## config.mk

```make
export PLATFORM = sky130hd
export DESIGN_NAME = rx_frame_ctrl
export DESIGN_NICKNAME = d
export VERILOG_FILES = /design/src/rtl/rx_frame_ctrl.sv
export SDC_FILE = /design/constraint.sdc
export NUM_CORES = 1
export LEC_CHECK = 0
export ABC_AREA = 1
export CORE_MARGIN = 2
export CORE_UTILIZATION = 35
export DETAILED_ROUTE_END_ITERATION = 10
export GPL_TIMING_DRIVEN = 1
export PLACE_DENSITY = 0.53
export SETUP_SLACK_MARGIN = 0.4
export SYNTH_ARGS = -nofsm -noshare
export SYNTH_HDL_FRONTEND = slang
export SYNTH_SLANG_ARGS = --single-unit
export TNS_END_PERCENT = 50
```

## constraint.sdc

```tcl
create_clock -name clk -period 2.07 [get_ports clk]
set_input_delay 0.414 -clock clk [delete_from_list [all_inputs] [get_ports clk]]
set_output_delay 0.414 -clock clk [all_outputs]
set_load 0.02 [all_outputs]
```

## src/rtl/rx_frame_ctrl.sv

```systemverilog
// Receive-side frame sequencer: arms boundary detection, waits for lock, parses an
// MSB-first length header and strobes the phase-corrected payload bits out.
module rx_frame_ctrl #(
  parameter int MAX_WINDOW_WIDTH = 8,
  parameter int LEN_WIDTH        = 8,
  parameter int TIMEOUT_WIDTH    = 12
) (
  input  logic                        clk,
  input  logic                        rst_n,
  input  logic                        clk_enable,
  input  logic [MAX_WINDOW_WIDTH-1:0] cfg_window,
  input  logic [TIMEOUT_WIDTH-1:0]    cfg_timeout,
  input  logic                        PD_flag,
  input  logic                        BD_flag,
  input  logic                        BD_sgn,
  input  logic                        bit_in,
  output logic [MAX_WINDOW_WIDTH-1:0] RX_BD_WINDOW,
  output logic                        disassert_BD,
  output logic                        bit_out,
  output logic                        bit_vld,
  output logic [LEN_WIDTH-1:0]        frame_len,
  output logic                        frame_start,
  output logic                        frame_done,
  output logic                        frame_err,
  output logic                        busy
);

  typedef enum logic [2:0] {
    S_IDLE    = 3'd0,
    S_SEARCH  = 3'd1,
    S_HDR     = 3'd2,
    S_PAYLOAD = 3'd3,
    S_DONE    = 3'd4,
    S_ABORT   = 3'd5,
    S_WAIT    = 3'd6
  } state_e;

  // Default window is 8, saturated when the window field cannot hold 8.
  localparam logic [MAX_WINDOW_WIDTH-1:0] WIN_RESET =
    (MAX_WINDOW_WIDTH >= 4) ? MAX_WINDOW_WIDTH'(8) : {MAX_WINDOW_WIDTH{1'b1}};
  localparam logic [MAX_WINDOW_WIDTH-1:0] WIN_MIN =
    (MAX_WINDOW_WIDTH >= 2) ? MAX_WINDOW_WIDTH'(2) : {MAX_WINDOW_WIDTH{1'b1}};
  localparam logic [LEN_WIDTH-1:0] HDR_LAST = LEN_WIDTH'(LEN_WIDTH - 1);

  state_e                      state_q, state_d;
  logic [MAX_WINDOW_WIDTH-1:0] win_q, win_d;
  logic [TIMEOUT_WIDTH-1:0]    tcnt_q, tcnt_d;
  logic [LEN_WIDTH-1:0]        bcnt_q, bcnt_d;
  logic [LEN_WIDTH-1:0]        len_q, len_d;
  logic                        sgn_q, sgn_d;
  logic                        bit_out_q, bit_out_d;
  logic                        bit_vld_q, bit_vld_d;
  logic                        start_q, start_d;
  logic                        done_q, done_d;
  logic                        err_q, err_d;
  logic                        disassert_q, disassert_d;
  logic                        busy_q, busy_d;

  logic                        cb;
  logic [LEN_WIDTH-1:0]        len_shift;

  // sgn_q = 0 marks a 180-degree lock, so the received bit is flipped back.
  assign cb        = bit_in ^ ~sgn_q;
  assign len_shift = {len_q[LEN_WIDTH-2:0], cb};

  always_comb begin
    // NOTE: every variable gets a default before the case so no path infers a latch.
    state_d   = state_q;
    win_d     = win_q;
    tcnt_d    = tcnt_q;
    bcnt_d    = bcnt_q;
    len_d     = len_q;
    sgn_d     = sgn_q;
    bit_out_d = bit_out_q;
    bit_vld_d = 1'b0;
    start_d   = 1'b0;
    done_d    = 1'b0;
    err_d     = 1'b0;

    case (state_q)
      S_IDLE: begin
        if (PD_flag) begin
          win_d   = (cfg_window < WIN_MIN) ? WIN_MIN : cfg_window;
          tcnt_d  = '0;
          state_d = S_SEARCH;
        end
      end
      S_SEARCH: begin
        if (!PD_flag) begin
          state_d = S_IDLE;
        end else if (BD_flag) begin
          sgn_d   = BD_sgn;
          bcnt_d  = '0;
          len_d   = '0;
          state_d = S_HDR;
        end else begin
          if (tcnt_q != '1) tcnt_d = tcnt_q + TIMEOUT_WIDTH'(1);
          if (cfg_timeout != '0 && tcnt_q == cfg_timeout - TIMEOUT_WIDTH'(1))
            state_d = S_ABORT;
        end
      end
      S_HDR: begin
        if (!PD_flag) begin
          state_d = S_ABORT;
        end else begin
          len_d  = len_shift;
          bcnt_d = bcnt_q + LEN_WIDTH'(1);
          if (bcnt_q == HDR_LAST) begin
            if (len_shift == '0) begin
              state_d = S_ABORT;
            end else begin
              start_d = 1'b1;
              bcnt_d  = '0;
              state_d = S_PAYLOAD;
            end
          end
        end
      end
      S_PAYLOAD: begin
        if (!PD_flag) begin
          state_d = S_ABORT;
        end else begin
          bit_out_d = cb;
          bit_vld_d = 1'b1;
          if (bcnt_q != '1) bcnt_d = bcnt_q + LEN_WIDTH'(1);
          if (bcnt_q == len_q - LEN_WIDTH'(1)) state_d = S_DONE;
        end
      end
      S_DONE: begin
        done_d  = 1'b1;
        state_d = S_WAIT;
      end
      S_ABORT: begin
        err_d   = 1'b1;
        state_d = S_WAIT;
      end
      S_WAIT: begin
        // Holding here until PD drops keeps us from re-locking on the frame tail.
        if (!PD_flag) state_d = S_IDLE;
      end
      default: state_d = S_IDLE;
    endcase

    disassert_d = (state_d == S_DONE) || (state_d == S_ABORT) || (state_d == S_WAIT);
    busy_d      = (state_d != S_IDLE);
  end

  // NOTE: sequential state uses non-blocking assignments so all flops see pre-edge values.
  always_ff @(posedge clk or negedge rst_n) begin
    if (!rst_n) begin
      state_q     <= S_IDLE;
      win_q       <= WIN_RESET;
      tcnt_q      <= '0;
      bcnt_q      <= '0;
      len_q       <= '0;
      sgn_q       <= 1'b0;
      bit_out_q   <= 1'b0;
      bit_vld_q   <= 1'b0;
      start_q     <= 1'b0;
      done_q      <= 1'b0;
      err_q       <= 1'b0;
      disassert_q <= 1'b0;
      busy_q      <= 1'b0;
    end else if (clk_enable) begin
      state_q     <= state_d;
      win_q       <= win_d;
      tcnt_q      <= tcnt_d;
      bcnt_q      <= bcnt_d;
      len_q       <= len_d;
      sgn_q       <= sgn_d;
      bit_out_q   <= bit_out_d;
      bit_vld_q   <= bit_vld_d;
      start_q     <= start_d;
      done_q      <= done_d;
      err_q       <= err_d;
      disassert_q <= disassert_d;
      busy_q      <= busy_d;
    end
  end

  assign RX_BD_WINDOW = win_q;
  assign disassert_BD = disassert_q;
  assign bit_out      = bit_out_q;
  assign bit_vld      = bit_vld_q;
  assign frame_len    = len_q;
  assign frame_start  = start_q;
  assign frame_done   = done_q;
  assign frame_err    = err_q;
  assign busy         = busy_q;

endmodule

```

==> impl_metrics.py, run 1 <==
metrics = {
    "sta": {
        "tns_ns": 0,
        "fmax_mhz": 552,
        "fin_worst_skew_ns": 0.00718,
        "fin_crit_ns": 1.81,
        "layout_worst_path_cycle_share_pct": 87.5,
        "hold_viol_final": 0,
        "worst_pin_slew_ns": 0.453,
        "setup_viol": 0,
        "slew_violations": 0,
        "relSlewSlack_pct": 69.8,
        "rsz0062_at_grt": "true",
    },
    "finish": {
        "final_nets": 612,
        "antenna_cells": 0,
        "finish.instance_area_sq_um": 4780,
        "final_cells": 690,
        "drive_above_1_share_pct": 31.4,
        "syn_to_final_growth_pct": 51.0,
    },
    "synthesis": {
        "yosysSeqAreaShare_pct": 37.2,
        "syn_inst": 456,
        "synth_largest_area_cell": "dfrtp_1",
        "ys_types": 34,
        "syn_area_per_cell_sq_um": 6.94,
        "yosysTopAreaCellShare_pct": 36.4,
        "syn_area_sq_um": 3170,
        "synth-edff-count": 0,
        "syn_nets": 487,
        "async_reset_ff_share_pct": 100,
        "synthTopCellsByArea": "dfrtp_1 (36%), nand2_1 (16%), inv_1 (6.6%)",
        "synth_ff_type": "dfrtp_1",
        "yosys_register_bits": 47,
        "yosysWarnings": 0,
    },
    "global_routing": {
        "grt_pass1_vias": 3279,
        "grt_pass1_wl_mm": 15.2,
        "grt_overflow": 0,
        "antenna_found_initial": 0,
        "gr-usage-all-layers_pct": 18.6,
        "grt_max_degree": 30,
    },
    "setup_path": {
        "start_kind": "flip-flop",
        "cp.arrival_ns": 2.01,
        "crit_type": "reg -> reg",
        "required_ns": 2.27,
        "crit_fanout": 4,
        "end_kind": "flip-flop",
    },
    "flow_run": {
        "maxCapViolCount": 0,
    },
    "power_and_ir_drop": {
        "pwr-share-comb_pct": 60.2,
        "p_switching_mw": 2.48,
        "clkPwrFrac_pct": 10.7,
        "seqPwrFrac_pct": 29.1,
        "intPower_mw": 3.00,
        "power_switching_share_pct": 45.3,
        "p_leak_nw": 2.33,
        "p_per_area_nw_per_um2": 1150,
        "ir_drop_mv": 0.787,
    },
    "detailed_routing": {
        "first_pass_iters": 4,
        "wl_per_cell_um": 12.8,
        "ant_nets": 0,
        "wirelength_mm": 8.84,
        "drtIter0Drc": 97,
        "num_vias": 3279,
        "viasPerCell": 4.75,
        "drc": 0,
    },
    "clocking": {
        "hold_buffers": 0,
        "htree_num_levels": 2,
        "clk_pin_slew_ns": 0.10,
        "cts_tree": "done",
        "clockBufferDepth": 2,
        "cts_buffers": 5,
        "clkLatencyLatePin_ns": 0.30,
        "clockRootBuffer": "clkbuf_8",
        "cts.sinks": 47,
    },
    "place": {
        "port_buffers": 49,
        "post-place-cells": 648,
        "gp_congestion": 0.856,
        "placed_area_sq_um": 4120,
        "post-dp-hpwl_mm": 6.50,
    },
    "die": {
        "die_height_um": 99.1,
        "io_pins": 50,
        "rows": 34,
        "start_util_pct": 36.1,
        "fp.dieW_um": 99.1,
        "core_sq_um": 8760,
        "dieArea_sq_um": 9820,
    },
    "outcome": {
        "status": "finished clean",
    },
    "hold_path": {
        "min_path_type": "in -> async",
    },
}
## stage by stage
step / hold slack [ns] / setup WS, ns / utilization, % / power (mW)
after floorplan: 0.118 / 0.380 / - / 3.27
after global placement: 0.393 / -0.244 / 47.0 / 4.33
after detailed placement: 0.399 / -0.289 / 47.0 / 4.36
after CTS: 0.0598 / 0.223 / 51.8 / 5.30
after global routing: 0.0737 / 0.0211 / 54.6 / 5.97
final: 0.0387 / 0.259 / 54.6 / 5.48
## worst paths after layout
kind                                   end  cells past startpoint  slack [ns]             from
max                             state_q[1]                     13        0.26     frame_len[2]
min reg2reg                RX_BD_WINDOW[3]                      2        0.47  RX_BD_WINDOW[3]
min                           frame_len[7]                      1        0.04            rst_n
min in group clk           RX_BD_WINDOW[3]                      2        0.47  RX_BD_WINDOW[3]
max reg2reg                     state_q[1]                     13        0.26     frame_len[2]
max in group asynchronous        tcnt_q[5]                      2        1.49            rst_n
## synth_stat cells, types with 2 or more instances
cell,number
nor4_1,2
nor2_2,2
buf_2,3
nand3_1,41
or2_2,4
nand4_1,6
o31ai_1,2
inv_1,56
xor2_1,15
clkbuf_1,3
nor2_4,2
o21ai_1,8
xnor2_1,9
nand2_1,136
nor3_2,2
ha_1,4
nand3b_1,2
o31ai_2,6
nor3_1,9
inv_2,6
dfrtp_1,46
o21ai_0,22
nor2_1,51
a21oi_1,8
buf_4,2
## placed cells by master, fill, tap and decap left out, types with 6 or more instances in the layout
cell type / Yosys / layout
xnor2_1: 9 / 9
o21ai_0: 22 / 10
xor2_1: 15 / 15
inv_2: 6 / 11
inv_1: 56 / 49
nor2_4: 2 / 7
nand2_2: 1 / 10
o21ai_1: 8 / 15
dfrtp_2: 0 / 8
a21oi_2: 1 / 6
nand4_1: 6 / 6
nand2_4: 1 / 7
nor2_2: 2 / 11
nor2_1: 51 / 37
nand2_1: 136 / 121
buf_4: 2 / 69
clkdlybuf4s50_1: 0 / 29
nor3_1: 9 / 6
nand3_1: 41 / 35
dlygate4sd2_1: 0 / 13
dfrtp_1: 46 / 38
## timing repair
item | CTS | global route
setup endpoints to repair | 56 | 50
setup buffers | 17 | 15
cloned | 2 | 0
resized for setup | 79 | 45
pin swaps | 22 | 18
## power by group through the flow
stage | Clock [mW] | Combinational (mW) | Sequential, mW
after floorplan | 0 | 1.50 | 1.77
final | 0.585 | 3.30 | 1.59
after global placement | 0 | 2.73 | 1.60
after global routing | 0.638 | 3.69 | 1.65
after CTS | 0.601 | 3.11 | 1.58
after detailed placement | 0 | 2.75 | 1.61
## cells by family after synthesis
family          after synthesis  synth area share, %
fa+ha+maj                     4                 1.58
buf+inv                      70                 8.66
xor+xnor                     24                 6.64
flops                        47                 37.2
simple gates                261                 36.1
compound gates               50                 9.84
## routing by layer
layer | vias to the layer above | part of all wire [%] | GRT usage, % | wire, um
li1 | 1708 | - | - | -
met5 | - | 0 | 0 | 0
met4 | 0 | 1.0 | 4.32 | 90
met3 | 7 | 2.5 | 2.25 | 222
met1 | 1525 | 46 | 24.3 | 4090
met2 | 39 | 50 | 33.1 | 4430
## worst max-delay path, cell delays in order, from the launching register on
cell	delay (ns)
dfrtp_1	0.40
buf_4	0.14
nor2_4	0.11
nand3_2	0.11
o21ai_0	0.17
nand3_1	0.10
nor2_1	0.10
nand2_1	0.11
nand2_1	0.07
nand2_1	0.06
nor2_2	0.10
buf_4	0.12
buf_6	0.08
a21oi_2	0.02
## cell type report
type	count	area (sq um)
clock buffers	5	68.8
multi-input cells	339	2020
inverters	62	243
repair inverters	1	7.51
flip-flops and latches	47	1190
repair buffers	125	1100
clock inverters	3	20.0
well taps	108	135
fillers	866	3980
## sequential cells by signal (all words and copies together) (netlist names), 3 cells and up
register	count
RX_BD_WINDOW	8
frame_len	8
state_q	3
bcnt_q	8
tcnt_q	12
(Power assumes the default switching activity.)
==> inputs of run 2 (changes only) <==
CORE_MARGIN = 1.5   (was 2)
CORE_UTILIZATION = 43   (was 35)
PLACE_DENSITY = 0.63   (was 0.53)
clock period = 2 ns   (was 2.07 ns; I/O delays follow)
==> run 2 against run 1 <==
  * First-iteration DRC count increased by 91%
  * Design area increased by 4.6%
  * Die area decreased by 20%
  * Clock-buffer cell count increased by 1
  * Sequential share of layout area decreased by 1.0 points
  * Hold slack improved by 0.053 ns
  * Wire length increased by 6.2%
  * Critical path depth increased by 4
  * Clock skew increased by 0.0015 ns
  * Sequential cell count unchanged
  * Utilization increased by 15 points
==> impl_metrics.py, run 2 (synthesis results as in run 1) <==
metrics = {
    "setup_path": {
        "rr_startpoint": "frame_len[1]",
        "crit_fanout": 4,
        "end_kind": "flip-flop",
        "regToRegSetupSlack_ns": 0.13,
        "start_kind": "flip-flop",
        "r2r-end": "busy",
        "required_ns": 2.20,
        "crit_type": "reg -> reg",
        "cp.arrival_ns": 2.07,
        "r2r_cells": 17,
    },
    "power_and_ir_drop": {
        "p_leak_nw": 2.59,
        "p_per_area_nw_per_um2": 1170,
        "ir_drop_mv": 1.04,
    },
    "finish": {
        "final_cells": 690,
        "layout_common_cells": "nand2_1 (116), buf_4 (70), inv_1 (47), dfrtp_1 (35), nor2_1 (34)",
        "antenna_cells": 0,
        "drive_above_1_share_pct": 36.0,
        "layout_commonest_cell": "nand2_1",
        "syn_to_final_growth_pct": 58.0,
        "top_register": "tcnt_q",
        "finish.instance_area_sq_um": 5000,
        "final_nets": 621,
        "largest_register_ffs": 12,
    },
    "sta": {
        "layout_worst_path_cycle_share_pct": 93.3,
        "hold_ws_ns": 0.0915,
        "worst_pin_slew_ns": 0.599,
        "slew_violations": 0,
        "hold_viol_final": 0,
        "fin_crit_ns": 1.87,
        "relSlewSlack_pct": 60.1,
        "fin_worst_skew_ns": 0.00870,
        "setup_viol": 0,
        "tns_ns": 0,
        "rsz0062_at_grt": "true",
        "fmax_mhz": 536,
    },
    "detailed_routing": {
        "ant_nets": 0,
        "drtIter0Drc": 185,
        "drc": 0,
        "wl_per_cell_um": 13.6,
        "first_pass_iters": 4,
        "wirelength_mm": 9.38,
        "num_vias": 3456,
        "viasPerCell": 5.01,
    },
    "place": {
        "placed_area_sq_um": 4140,
        "post-dp-hpwl_mm": 6.16,
        "post-place-cells": 640,
        "port_buffers": 49,
        "gp_congestion": 0.908,
    },
    "die": {
        "dieArea_sq_um": 7890,
        "core_sq_um": 7180,
        "io_pins": 50,
        "die_height_um": 88.8,
        "start_util_pct": 44.1,
        "fp.dieW_um": 88.8,
        "rows": 31,
    },
    "flow_run": {
        "maxCapViolCount": 0,
    },
    "clocking": {
        "cts_buffers": 5,
        "cts.sinks": 47,
        "clockBufferDepth": 2,
        "clk_pin_slew_ns": 0.09,
        "htree_num_levels": 2,
        "cts_tree": "done",
        "hold_buffers": 0,
        "clkLatencyLatePin_ns": 0.30,
        "clockRootBuffer": "clkbuf_8",
    },
    "global_routing": {
        "antenna_found_initial": 0,
        "grt_pass1_vias": 3383,
        "grt_overflow": 0,
        "gr-usage-all-layers_pct": 24.3,
        "grt_max_degree": 26,
        "grt_pass1_wl_mm": 15.1,
    },
    "hold_path": {
        "min_path_type": "in -> async",
    },
    "outcome": {
        "status": "finished clean",
    },
}
[run 2: changes by cell type in the layout (fill, tap and decap cells not counted), sizes merged]
cell,change
buf,+9
dlymetal6s2s,+13
dlygate4sd2,+5
clkdlybuf4s15,+1
clkdlybuf4s50,-18
clkinvlp,-1
[run 2: worst max-delay path by stage]
stage	slack (ns)	startpoint	cells past startpoint	to
6_report	0.13	frame_len[1]	17	busy
5_1_grt	-0.06	frame_len[1]	17	busy
4_1_cts	0.18	frame_len[1]	17	busy
3_5_place_dp	-0.25	cfg_timeout[0]	15	busy
3_3_place_gp	-0.22	cfg_timeout[0]	15	state_q[2]
2_1_floorplan	0.31	frame_len[0]	17	busy
[run 2: timing repair]
action,CTS,global route
endpoints found under the setup margin,56,51
pin swaps,35,29
setup buffers,29,11
resized for setup,87,78
gates cloned,1,1
[run 2: critical path: stages (launching register included)]
cell and delay [ns]:
dfrtp_2 0.46, inv_2 0.09, ha_4 0.16, inv_2 0.04, nand2_2 0.05, nand2_1 0.05, nand2_1 0.05, nand2_1 0.05
inv_1 0.06, nand3_2 0.06, nor2_2 0.13, nand2_2 0.09, nand2_1 0.07, nand2_1 0.07, nor2_2 0.12, nand3_1 0.07
nor2_1 0.11, nor2_1 0.04
[run 2: per-layer routing]
metal | share of wire (%) | vias to the layer above | GRT usage [%]
met3 | 4.2 | 27 | 4.48
met4 | 2.7 | 0 | 9.09
met5 | 0 | - | 0
met2 | 49 | 100 | 40.6
met1 | 44 | 1611 | 31.3
li1 | - | 1718 | -
[run 2: final cells by class]
class                           count  area, sq um
Fill cell                         588         2170
Multi-Input combinational cell    339         2150
Timing Repair Buffer              134         1200
Sequential cell                    47         1190
Inverter                           62          243
Tap cell                           99          124
Clock buffer                        6         72.6
Clock inverter                      2         12.5
Timing Repair inverter              1         7.51
[run 2: metrics by stage]
step	util (%)	setup WS [ns]	total power, mW
after floorplan	-	0.312	3.44
after global routing	69.7	-0.0598	6.36
after detailed placement	57.7	-0.251	4.50
final	69.7	0.134	5.87
after global placement	57.7	-0.219	4.46
after CTS	64.7	0.181	5.49
[run 2: power by group]
group          leakage (nW)  internal (mW)  total (mW)  switching, mW
Clock                0.0412          0.245       0.590          0.344
Combinational          1.95           1.58        3.58           2.00
Sequential            0.603           1.30        1.70          0.392
Total                  2.59           3.13        5.87           2.73
